<file path="config.mk">
export PLATFORM = sky130hd
export DESIGN_NAME = dsm_decim
export DESIGN_NICKNAME = d
export VERILOG_FILES = /design/src/rtl/dsm_pkg.sv /design/src/rtl/dsm_cic_integ.sv /design/src/rtl/dsm_decim.sv
export SDC_FILE = /design/constraint.sdc
export NUM_CORES = 1
export LEC_CHECK = 0
export CAP_MARGIN = 0
export CORE_UTILIZATION = 45
export DETAILED_ROUTE_END_ITERATION = 16
export GPL_ROUTABILITY_DRIVEN = 0
export MAX_ROUTING_LAYER = met4
export SLEW_MARGIN = 5
export SYNTH_ARGS = -nofsm -noshare
export SYNTH_HDL_FRONTEND = slang
export SYNTH_HIERARCHICAL = 1
export SYNTH_SLANG_ARGS = --single-unit
</file>
<file path="constraint.sdc">
create_clock -name clock -period 7.9 [get_ports clock]
set_input_delay 0.79 -clock clock [delete_from_list [all_inputs] [get_ports clock]]
set_output_delay 0.79 -clock clock [all_outputs]
set_load 0.01 [all_outputs]
</file>
<file path="src/rtl/dsm_pkg.sv">
// Shared constants for the delta-sigma decimator: CIC order, default ratio,
// register width rule and the DSM 20-bit full-scale codes.
package dsm_pkg;

    localparam int R_LOG2_DEF = 6;
    localparam int ORDER      = 3;

    localparam logic [19:0] VIN_FS      = 20'h0_8000;
    localparam logic [19:0] VIN_FS_HALF = 20'h0_4000;

    // One sign bit plus headroom for the R^ORDER DC gain of a +/-1 input.
    function automatic int cic_width(input int r_log2);
        return 2 + ORDER * r_log2;
    endfunction

endpackage

</file>
<file path="src/rtl/dsm_cic_integ.sv">
// One CIC integrator: W-bit wrapping accumulator with enable and synchronous
// active-low clear; sum_o is the post-update value so stages chain in one edge.
module dsm_cic_integ #(
    parameter int W = 20
) (
    input  logic         clock,
    input  logic         clear_n_i,
    input  logic         en_i,
    input  logic [W-1:0] in_i,
    output logic [W-1:0] sum_o
);

    logic [W-1:0] acc_q;
    logic [W-1:0] acc_d;

    always_comb begin
        acc_d = acc_q + in_i;
    end

    // Wrap-around is intentional; the combs recover the true difference modulo 2^W.
    always_ff @(posedge clock) begin
        if (!clear_n_i) begin
            acc_q <= '0;
        end else if (en_i) begin
            acc_q <= acc_d;
        end
    end

    assign sum_o = acc_d;

endmodule

</file>
<file path="src/rtl/dsm_decim.sv">
// 3rd-order CIC decimator for a 1-bit DSM stream, ratio 2^R_LOG2, with a
// valid/ready output port. Define DSM_DECIM_OVR_EN to drop stalled results and flag overrun.
module dsm_decim
    import dsm_pkg::*;
#(
    parameter int R_LOG2 = R_LOG2_DEF
) (
    input  logic        clock,
    input  logic        reset_n,
    input  logic        pwm,
    input  logic        pwm_valid,
    output logic [19:0] out_data,
    output logic        out_valid,
    input  logic        out_ready,
    output logic        overrun
);

    localparam int W     = cic_width(R_LOG2);
    localparam int SHIFT = ORDER * R_LOG2 - 15;
    localparam logic [R_LOG2-1:0] CNT_LAST = '1;

    logic [W-1:0] sampleX;
    logic [W-1:0] integIn  [ORDER];
    logic [W-1:0] integSum [ORDER];

    logic [R_LOG2-1:0] decimCnt_q, decimCnt_d;
    logic [W-1:0]      decim_q, decim_d;
    logic              decimEvt_q, decimEvt_d;

    logic [W-1:0] combDly1_q, combDly1_d;
    logic [W-1:0] combDly2_q, combDly2_d;
    logic [W-1:0] combDly3_q, combDly3_d;
    logic [W-1:0] comb1, comb2, comb3;
    logic signed [W+19:0] combExt;
    logic [19:0]  newSample;

    logic [19:0] outData_q, outData_d;
    logic        outValid_q, outValid_d;
    logic        handshake;

    assign sampleX = pwm ? W'(1) : '1;

    assign integIn[0] = sampleX;
    for (genvar i = 1; i < ORDER; i++) begin : gIntegLink
        assign integIn[i] = integSum[i-1];
    end

    for (genvar i = 0; i < ORDER; i++) begin : gInteg
        dsm_cic_integ #(
            .W(W)
        ) uInteg (
            .clock     (clock),
            .clear_n_i (reset_n),
            .en_i      (pwm_valid),
            .in_i      (integIn[i]),
            .sum_o     (integSum[i])
        );
    end

    // The decimation register captures integrator 3 including the sample accepted on this edge.
    always_comb begin
        decimCnt_d = decimCnt_q;
        decim_d    = decim_q;
        decimEvt_d = 1'b0;
        if (pwm_valid) begin
            decimCnt_d = decimCnt_q + 1'b1;
            if (decimCnt_q == CNT_LAST) begin
                decim_d    = integSum[ORDER-1];
                decimEvt_d = 1'b1;
            end
        end
    end

    always_comb begin
        comb1   = decim_q - combDly1_q;
        comb2   = comb1 - combDly2_q;
        comb3   = comb2 - combDly3_q;
        combExt = {{20{comb3[W-1]}}, comb3};
        newSample = 20'(combExt >>> SHIFT);
    end

    always_comb begin
        combDly1_d = combDly1_q;
        combDly2_d = combDly2_q;
        combDly3_d = combDly3_q;
        if (decimEvt_q) begin
            combDly1_d = decim_q;
            combDly2_d = comb1;
            combDly3_d = comb2;
        end
    end

    assign handshake = outValid_q && out_ready;

`ifdef DSM_DECIM_OVR_EN
    logic overrun_q, overrun_d;

    // A result arriving into a stalled port is discarded so the consumer keeps the older sample.
    always_comb begin
        outData_d  = outData_q;
        outValid_d = outValid_q;
        overrun_d  = overrun_q;
        if (decimEvt_q) begin
            if (outValid_q && !out_ready) begin
                overrun_d = 1'b1;
            end else begin
                outData_d  = newSample;
                outValid_d = 1'b1;
            end
        end else if (handshake) begin
            outValid_d = 1'b0;
        end
    end

    always_ff @(posedge clock) begin
        if (!reset_n) begin
            overrun_q <= 1'b0;
        end else begin
            overrun_q <= overrun_d;
        end
    end

    assign overrun = overrun_q;
`else
    always_comb begin
        outData_d  = outData_q;
        outValid_d = outValid_q;
        if (decimEvt_q) begin
            outData_d  = newSample;
            outValid_d = 1'b1;
        end else if (handshake) begin
            outValid_d = 1'b0;
        end
    end

    assign overrun = 1'b0;
`endif

    always_ff @(posedge clock) begin
        if (!reset_n) begin
            decimCnt_q <= '0;
            decim_q    <= '0;
            decimEvt_q <= 1'b0;
            combDly1_q <= '0;
            combDly2_q <= '0;
            combDly3_q <= '0;
            outData_q  <= '0;
            outValid_q <= 1'b0;
        end else begin
            decimCnt_q <= decimCnt_d;
            decim_q    <= decim_d;
            decimEvt_q <= decimEvt_d;
            combDly1_q <= combDly1_d;
            combDly2_q <= combDly2_d;
            combDly3_q <= combDly3_d;
            outData_q  <= outData_d;
            outValid_q <= outValid_d;
        end
    end

    assign out_data  = outData_q;
    assign out_valid = outValid_q;

endmodule
</file>
==> results of run 1 <==
[layout make-up]
| cell class | count | share of cell area, % |
|---|---|---|
| Clock buffer | 17 | 3.11 |
| Clock inverter | 14 | 1.20 |
| Inverter | 93 | 2.55 |
| Multi-Input combinational cell | 1145 | 63.5 |
| Sequential cell | 165 | 24.2 |
| Tap cell | 378 | 3.46 |
| Timing Repair Buffer | 28 | 1.98 |
[layout by cell type, fill, tap and decap left out, types with 9 or more instances in the layout]
| cell type | instances |
|---|---|
| o21bai_1 | 13 |
| and2_1 | 14 |
| nand3b_1 | 11 |
| ha_1 | 114 |
| a21boi_0 | 24 |
| a211oi_1 | 9 |
| o211ai_1 | 11 |
| a31oi_1 | 11 |
| nor3_1 | 12 |
| and3_1 | 11 |
| xor2_1 | 38 |
| clkbuf_16 | 17 |
| nor2b_1 | 107 |
| a22o_1 | 12 |
| mux2i_1 | 95 |
| o21ai_1 | 13 |
| nand3_1 | 60 |
| a311o_1 | 9 |
| a21oi_1 | 77 |
| o21ai_0 | 28 |
| a21o_1 | 34 |
| dfxtp_1 | 164 |
| a21oi_2 | 13 |
| nor2_1 | 76 |
| nand4_1 | 34 |
| clkdlybuf4s50_1 | 23 |
| inv_1 | 93 |
| o21ai_2 | 9 |
| xnor2_1 | 65 |
| nand2_1 | 91 |
| o21a_1 | 17 |
[cells in the mapped netlist, drive strengths merged, types with 25 or more instances]
master / n
nor2b: 107
mux2i: 95
xnor2: 65
nand3: 62
xor2: 38
inv: 93
a21oi: 90
nand4: 35
a21o: 34
ha: 114
nand2: 94
buf: 37
clkbuf: 42
a21boi: 25
dfxtp: 165
nor2: 78
o21ai: 50
[through the flow]
| stage | power (mW) | util [%] | instance area, um^2 | instances | hold slack (ps) |
|---|---|---|---|---|---|
| after floorplan | 3.02 | - | 12700 | 1482 | 446 |
| after global placement | 3.36 | 47.0 | 13100 | 1809 | 458 |
| after detailed placement | 3.36 | 47.0 | 13100 | 1809 | 461 |
| after CTS | 4.23 | 49.1 | 13700 | 1840 | 477 |
| after global routing | 4.55 | 49.1 | 13700 | 1840 | 502 |
| final | 4.23 | 49.1 | 13700 | 1840 | 477 |
[logic make-up after synthesis]
logic type                 after synthesis  share of synthesized area (%)
DFF                                    165                           25.9
xor gates and xnor gates               106                           7.61
AOI/OAI and AO/OA                      354                           21.0
adders and majority gates              119                           12.0
muxes                                  100                           7.90
buffers and inverters                  172                           5.91
and+or+nand+nor                        464                           19.7
other                                    2                         0.0589
[flip-flops by register name (all words and copies together) (netlist names)]
name,count
gInteg.uInteg/acc_q,60
combDly1_q,20
combDly2_q,20
combDly3_q,20
decim_q,20
out_data,17
decimCnt_q,6
decimEvt_q,1
out_valid,1
[report_power, final]
| group | internal, mW | total, mW | switching, mW |
|---|---|---|---|
| logic | 0.933 | 2.39 | 1.45 |
| clock network | 0.475 | 0.858 | 0.383 |
| registers | 0.928 | 0.985 | 0.0572 |
| total | 2.34 | 4.23 | 1.90 |
[layer usage]
metal | part of all wire [%] | vias up | GRT usage [%]
met5 | 0 | - | -
met4 | 2.7 | 0 | 7.95
met3 | 2.0 | 47 | 2.51
met2 | 49 | 134 | 35.0
met1 | 47 | 4618 | 23.7
li1 | - | 5221 | -
[critical path: cells and delay by family]
| kind | cells | cell delay, ps |
|---|---|---|
| AO/OA/AOI/OAI | 8 | 1810 |
| AND/OR/NAND/NOR | 8 | 1160 |
| buffers and inverters | 2 | 1060 |
| XOR/XNOR | 3 | 470 |
| adder cells (fa/ha/maj) | 3 | 1370 |
[final timing paths]
path | start | end | slack (ps) | cells past startpoint
setup / recovery | pwm | decim_q[19] | 1570 | 24
hold reg to reg | combDly3_q[0] | combDly3_q[0] | 480 | 1
setup reg to reg | decim_q[0] | out_data[16] | 2120 | 27
hold / removal | combDly3_q[0] | combDly3_q[0] | 480 | 1
==> results.md, run 1 <==
* Status: complete, no violations
* Setup crit end kind: register
* Clock buffer depth at 2
* Yosys top cell area share at between 20% and 30%
* Slowest CP cell: inv_1
* P_leak at 5.33 nW
* Sink Count at 165
* TritonCTS clock tree: yes
* Clock-pin slew on the worst setup and hold paths at 70 ps
* Post-Synthesis Cells at between 1000 and 1500
* Final setup TNS at 0 ps
* Sequential fraction of the synthesis area at 25.9%
* Fin. max-slew vios at 0
* CP dominant cell by count: ha_1
* Maximum fanout along the worst path at 24
* Max_slew headroom at 29.6%
* Least-Margin Pin Slew at 1060 ps
* DRT iter0 DRCs at 546
* Gr usage total at 20.2%
* Area growth from synthesis to layout at 7.32%
* Post_cts resized at 0
* H-tree depth at 4
* Total number of vias at 10000
* Multi-input logic area at 8690 um^2
* Number of endpoints failing setup at the final stage at 0
* Register area at 3310 um^2
* Cell taking the most area after synthesis: dfxtp_1
* Row count at 61
* Detailed Place HPWL at approximately 20000 um
* Post-place setup slack at 1220 ps
* CORE AREA at between 20000 and 30000 um^2
* Fin crit period at 6330 ps
* PortBufs at 25
* Fin Clk Skew at about 18 ps
* Cts-stage hold buffer count at 0
* Post-route ant nets at 0
* Syn Nets at ~1600
* Avg Inst Size Synth at 8.60 um^2
* I/O pin count at 27
* Async SR Flop Fraction at 0%
* Residual DRC count at 0
* RSZ-0062 raised after global routing: false
* Crit start category: primary input
* # diodes at 0
* Yosys cell types at 85
* Largest net degree at the start of global routing at 127
* Avg WL per Cell at around 15 um
* Clock root cell: clkbuf_16
* Total global routing overflow at 0
* Crit path DAT at 6680 ps
* Final net count at 1574
* Top_reg_cell synth: dfxtp_1
* VDD IR max at 173 uV
* Layout cells sized above 1 at 7.25%
* CP cell instances: clkdlybuf4s50_1, inv_1, ha_1, a211o_1, a21oi_2, o21ai_2, a31oi_4, xnor2_1, ha_1, nand3_1, a211oi_1, o31ai_2, a31oi_1, nor2_1, xnor2_1, ha_1, nand4_1, nor3_1, and3_1, or2_4, nor2_1, xnor3_1, nand2_1, a21boi_0
* Post-CTS setup buffers at 0
* Hold Crit Class: reg -> reg
* Syn Std Cell Area at 12700 um^2
* Crit share post-route at between 80% and 90%
* Fin. Hold Viols at 0
* WP data required at 8250 ps
* CTS Buf Count at 17
* Die height at roughly 170 um
* Worst setup slack after layout at 1570 ps
* Area of the die at 29000 um^2
* Max stage delay on crit path at 670 ps
* Worst-skew pair later-pin latency at 440 ps
* Initial core utilization at 45.7%
* Initial antenna violation count at 0
* Initial DRT Pass Iterations at 5
* PD cells at 309 nW/um^2
* Synthesized flop and latch total at 165
* Drt total wl at ~28000 um
* Ys Warns at 6
* Max Fclk at around 160 MHz
* Vias in the first global route at 9686
* Via density at 5.45
* Global-route wire length before repair at 46400 um
* Largest cells by area after synthesis: dfxtp_1 26%, ha_1 11%, mux2i_1 7.5%
* Die width at 170 um
* Crit Path Category: in -> reg
* Post-synth EDFFs at 0
* Max cap viols at 0
* Fill count at 2734
Note: power is estimated with default switching activity, not from simulation.
==> inputs of run 2 (changes only) <==
==> constraint.sdc (replaced) <==
create_clock -name clock -period 5.75 [get_ports clock]
set_input_delay 0.575 -clock clock [delete_from_list [all_inputs] [get_ports clock]]
set_output_delay 0.575 -clock clock [all_outputs]
set_load 0.01 [all_outputs]
==> results.md, run 2 (same netlist as run 1, synthesis figures left out) <==
* Final net count at 1641 (was 1574)
* Crit Path Category: reg -> reg (was in -> reg)
* CORE AREA at 27900 um^2 (unchanged)
* Fin. max-slew vios at 0 (unchanged)
* Total number of vias at 10200 (was 10000)
* Die height at 170 um (unchanged)
* Top reg by flops: gInteg.uInteg/acc_q (unchanged)
* Non-filler cells, final at 1908 (was 1840)
* Final Util at 51.1% (was 49.1%)
* Least-Margin Pin Slew at 807 ps (was 1060 ps)
* Crit path DAT at 5690 ps (was 6680 ps)
* Status: complete, no violations (unchanged)
* TritonCTS clock tree: yes (unchanged)
* Max Fclk at approximately 190 MHz
* Max cap viols at 0 (unchanged)
* VDD IR max at 263 uV (was 173 uV)
* Die width at 170 um (unchanged)
* Reg2Reg Capture Point: out_data[16] (unchanged)
* Row count at 61 (unchanged)
* Setup crit end: out_data[16] (was decim_q[19])
* Residual DRC count at 0 (unchanged)
* Global-route wire length before repair at 47400 um (was 46400 um)
* R2R depth at 28 (was 27)
* Worst setup path start: decim_q[0] (was pwm)
* Worst-skew pair later-pin latency at 440 ps (about the same)
* DRT iter0 DRCs at 404 (was 546)
* Fin Clk Skew at 15.6 ps (was 18.1 ps)
* Hold Crit Class: reg -> reg (unchanged)
* # diodes at 0 (unchanged)
* Final setup TNS at 0 ps (unchanged)
* CTS Buf Count at 17 (unchanged)
* WP data required at 6110 ps (was 8250 ps)
* P_leak at 5.66 nW (was 5.33 nW)
* Avg WL per Cell at 14.6 um (was 15.0 um)
* Total global routing overflow at 0 (unchanged)
* Post-CTS setup buffers at 0 (unchanged)
* Drt total wl at 27800 um (was 27500 um)
* Gr usage total at 20.6% (was 20.2%)
* Via density at 5.37 (was 5.45)
* Crit share post-route at 92.6%
* PD cells at 433 nW/um^2 (was 309 nW/um^2)
* Cells after DPL at 1876 (was 1809)
* PortBufs at 25 (unchanged)
* Crit start category: register (was primary input)
* RSZ-0062 raised after global routing: false (unchanged)
* Area of the die at 29000 um^2 (unchanged)
* Max stage delay on crit path at 540 ps (was 670 ps)
* Sink Count at 165 (unchanged)
* Clock buffer depth at 2 (unchanged)
* Fin. Hold Viols at 0 (unchanged)
* Fin crit period at ~5300 ps
* Initial DRT Pass Iterations at 5 (unchanged)
* Clock root cell: clkbuf_16 (unchanged)
* R2r startpoint: decim_q[0] (unchanged)
* Area growth from synthesis to layout at 11.7% (was 7.32%)
* Setup crit end kind: register (unchanged)
* Layout cells sized above 1 at 11.8% (was 7.25%)
* Total power at 6.16 mW (was 4.23 mW)
* Clock-pin slew on the worst setup and hold paths at 70 ps (about the same)
* Initial antenna violation count at 0 (unchanged)
* Vias in the first global route at 9956 (was 9686)
* Max_slew headroom at 46.0% (was 29.6%)
* Maximum fanout along the worst path at 4 (was 24)
* Fill count at 2642 (was 2734)
* Post-route ant nets at 0 (unchanged)
* Commonest non-fill, non-tap cell in the layout: dfxtp_1 (unchanged)
* Number of endpoints failing setup at the final stage at 0 (unchanged)
* Commonest non-fill, non-tap cells in the layout: 164 x dfxtp_1, 114 x ha_1, 107 x nor2b_1 (unchanged)
* I/O pin count at 27 (unchanged)
* Initial core utilization at 45.7% (unchanged)
* H-tree depth at 4 (unchanged)
* R2R setup slack at 430 ps (was 2120 ps)
* Number of flip-flops under the largest register name at 60 (unchanged)
* Slowest CP cell: or4b_1 (was inv_1)
* Largest net degree at the start of global routing at 110 (was 127)
* Detailed Place HPWL at 20700 um (was 20000 um)
run 2: cell types whose count changed in the layout (fill, tap and decap cells not counted), sizes merged:
cell / delta
clkinvlp: -1
clkinv: +4
buf: +67
bufinv: -2
run 2: layer usage:
| metal | routed length (um) | up-vias | GRT usage, % |
|---|---|---|---|
| met5 | 0 | - | - |
| met3 | 512 | 29 | 2.81 |
| met1 | 12900 | 4746 | 23.8 |
| met4 | 444 | 0 | 6.11 |
| met2 | 14000 | 93 | 36.8 |
| li1 | - | 5375 | - |
run 2: worst min path at each step:
stage | start | slack [ps] | depth (start not counted) | to
2_1_floorplan | combDly3_q[0] | 450 | 1 | combDly3_q[0]
3_3_place_gp | combDly3_q[0] | 460 | 1 | combDly3_q[0]
3_5_place_dp | combDly3_q[0] | 470 | 1 | combDly3_q[0]
4_1_cts | combDly3_q[0] | 480 | 1 | combDly3_q[0]
5_1_grt | out_data[11] | 500 | 2 | out_data[11]
6_report | out_data[11] | 480 | 2 | out_data[11]
run 2: report_power, final:
part | internal (mW) | switching [mW] | total [mW]
logic | 1.62 | 2.05 | 3.67
registers | 1.27 | 0.0850 | 1.36
clock network | 0.583 | 0.553 | 1.14
run 2: worst max-delay path, delay by kind of cell, from the launching register on:
| kind | cells | cell delay, ps |
|---|---|---|
| simple gates | 2 | 620 |
| fa+ha+maj | 4 | 1240 |
| compound gates | 17 | 2520 |
| flops | 1 | 320 |
| buf+inv | 3 | 270 |
| xor+xnor | 2 | 280 |
run 2: through the flow:
step	setup WS, ps	area [um^2]	hold WS [ps]
final	428	14200	480
after global routing	4.85	14200	504
after CTS	0.928	14200	482
after detailed placement	39.6	13600	465
after global placement	53.1	13600	457
after floorplan	514	12700	446
run 2: final cells by class:
| class | instances | area (um^2) | area share, % |
|---|---|---|---|
| clock buffers | 17 | 425 | 2.99 |
| clock inverters | 15 | 163 | 1.14 |
| inverters | 93 | 349 | 2.45 |
| multi-input cells | 1145 | 8730 | 61.3 |
| flip-flops and latches | 165 | 3310 | 23.2 |
| well taps | 378 | 473 | 3.32 |
| repair buffers | 95 | 787 | 5.53 |
run 2: what timing repair did:
action | 4_1_cts | 5_1_grt
endpoints found under the setup margin | 0 | 6
hold buffers | 0 | 0
gates resized for setup | 0 | 10
hold endpoints to repair | 0 | 0
==> inputs of run 3 (changes only) <==
--- a/config.mk
+++ b/config.mk
@@ -7,6 +7,7 @@
 export LEC_CHECK = 0
 export CAP_MARGIN = 0
 export CORE_UTILIZATION = 45
+export CTS_BUF_LIST = sky130_fd_sc_hd__clkbuf_8
 export DETAILED_ROUTE_END_ITERATION = 16
 export GPL_ROUTABILITY_DRIVEN = 0
 export MAX_ROUTING_LAYER = met4
==> results.md, run 3 (same netlist as run 1, synthesis figures left out) <==
* Largest net degree at the start of global routing at 110 (unchanged)
* DRT iter0 DRCs at 455 (was 404)
* Final net count at 1641 (unchanged)
* R2R depth at 28 (unchanged)
* WHS Endpoint: out_data[11] (unchanged)
* R2R setup slack at 450 ps (was 430 ps)
* Clock root cell: clkbuf_8 (was clkbuf_16)
* Fin crit period at 5300 ps (was 5320 ps)
* Setup crit end kind: register (unchanged)
* Max cap viols at 0 (unchanged)
* Initial core utilization at 45.7% (unchanged)
* Slowest CP cell: or4b_1 (unchanged)
* Residual DRC count at 0 (unchanged)
* Maximum fanout along the worst path at 4 (unchanged)
* Crit Path Category: reg -> reg (unchanged)
* Clock-pin slew on the worst setup and hold paths at 100 ps (was 70 ps)
* Crit share post-route at 92.2% (was 92.6%)
* Initial antenna violation count at 0 (unchanged)
* Vias in the first global route at 9924 (was 9956)
* PD cells at 419 nW/um^2 (was 433 nW/um^2)
* TritonCTS clock tree: yes (unchanged)
* R2r startpoint: decim_q[0] (unchanged)
* I/O pin count at 27 (unchanged)
* Gr usage total at 20.4% (was 20.6%)
* Worst-skew pair later-pin latency at 480 ps (was 440 ps)
* Drt total wl at 27700 um (was 27800 um)
* Area growth from synthesis to layout at 10.2% (was 11.7%)
* Post-route ant nets at 0 (unchanged)
* RSZ-0062 raised after global routing: false (unchanged)
* Global-route wire length before repair at 47000 um (was 47400 um)
* Hold Crit Class: reg -> reg (unchanged)
* Detailed Place HPWL at 20700 um (unchanged)
* Clock buffer depth at 2 (unchanged)
* Fin. max-slew vios at 0 (unchanged)
* Die width at 170 um (unchanged)
* Status: complete, no violations (unchanged)
* Max stage delay on crit path at 540 ps (about the same)
* CORE AREA at 27900 um^2 (unchanged)
* Total number of vias at 10200 (about the same)
* Total global routing overflow at 0 (unchanged)
* Avg WL per Cell at 14.5 um (was 14.6 um)
* Crit path DAT at 5700 ps (was 5690 ps)
* Reg2Reg Capture Point: out_data[16] (unchanged)
* # diodes at 0 (unchanged)
* Cts-stage hold buffer count at 0 (unchanged)
* Initial DRT Pass Iterations at 4 (was 5)
* Area of the die at 29000 um^2 (unchanged)
* Commonest non-fill, non-tap cells in the layout: 164 x dfxtp_1, 114 x ha_1, 107 x nor2b_1 (unchanged)
* Crit start category: register (unchanged)
* Die height at 170 um (unchanged)
* Hold path cells at 2 (unchanged)
* VDD IR max at 234 uV (was 263 uV)
* Layout cells sized above 1 at 11.8% (unchanged)
* Number of endpoints failing setup at the final stage at 0 (unchanged)
* Final setup TNS at 0 ps (unchanged)
* P_leak at 5.57 nW (was 5.66 nW)
* PortBufs at 25 (unchanged)
* Commonest non-fill, non-tap cell in the layout: dfxtp_1 (unchanged)
* Least-Margin Pin Slew at 803 ps (was 807 ps)
* Hold Crit Start: out_data[11] (unchanged)
* Top reg by flops: gInteg.uInteg/acc_q (unchanged)
* H-tree depth at 4 (unchanged)
* Sink Count at 165 (unchanged)
* CTS Buf Count at 17 (unchanged)
* Row count at 61 (unchanged)
* Final Util at 50.4% (was 51.1%)
* Fin. Hold Viols at 0 (unchanged)
* Via density at 5.36 (was 5.37)
* Max Fclk at 189 MHz (was 188 MHz)
* Max_slew headroom at 46.3% (was 46.0%)
* WP data required at 6150 ps (was 6110 ps)
* Number of flip-flops under the largest register name at 60 (unchanged)
* Fin Clk Skew at 24.2 ps (was 15.6 ps)
[run 3: cell count changes in the layout (fill, tap and decap cells not counted)]
| cell | before | now |
|---|---|---|
| clkbuf_16 | 17 | 0 |
| clkbuf_8 | 0 | 17 |
[run 3: layout make-up]
cell class / instances / area (um^2)
well taps: 378 / 473
clock buffers: 17 / 234
clock inverters: 15 / 163
multi-input cells: 1145 / 8730
inverters: 93 / 349
fillers: 2663 / 13800
repair buffers: 95 / 787
flip-flops and latches: 165 / 3310
[run 3: timing repair]
action                     CTS  global route
setup buffers                0             0
resized for setup            0            10
setup endpoints to repair    0             5
[run 3: worst max path at each step]
stage,from,endpoint,slack (ps)
5_1_grt,decim_q[0],out_data[16],20
4_1_cts,decim_q[0],out_data[15],40
3_3_place_gp,pwm,decim_q[19],50
3_5_place_dp,pwm,decim_q[19],40
6_report,decim_q[0],out_data[16],450
2_1_floorplan,pwm,decim_q[19],510
[run 3: per-layer routing]
metal | track usage (%) | up-vias | wire length, um
met5 | - | - | 0
met1 | 23.6 | 4750 | 13000
met2 | 36.5 | 94 | 13900
met3 | 2.95 | 23 | 497
li1 | - | 5365 | -
met4 | 5.33 | 0 | 372
[run 3: power by group]
part / total, mW / leakage, nW / switching [mW] / internal [mW]
Combinational: 3.67 / 4.03 / 2.05 / 1.62
Clock: 0.848 / 0.198 / 0.521 / 0.328
Sequential: 1.36 / 1.34 / 0.0847 / 1.27
[run 3: metrics by stage]
stage          std cells  power [mW]  setup slack (ps)  hold slack (ps)  area [um^2]
3_3_place_gp        1876        4.99              53.1              457        13600
3_5_place_dp        1876        5.02              39.6              465        13600
4_1_cts             1908        5.90              38.2              489        14000
5_1_grt             1908        6.35              16.2              508        14000
6_report            1908        5.88               448              484        14000
2_1_floorplan       1482        4.15               514              446        12700
[run 3: critical path: cells and delay by family, from the launching register on]
family                   cells  cell delay (ps)
AO/OA/AOI/OAI               17             2500
XOR/XNOR                     2              280
adder cells (fa/ha/maj)      4             1240
buffers and inverters        3              270
flip-flops                   1              330
AND/OR/NAND/NOR              2              620
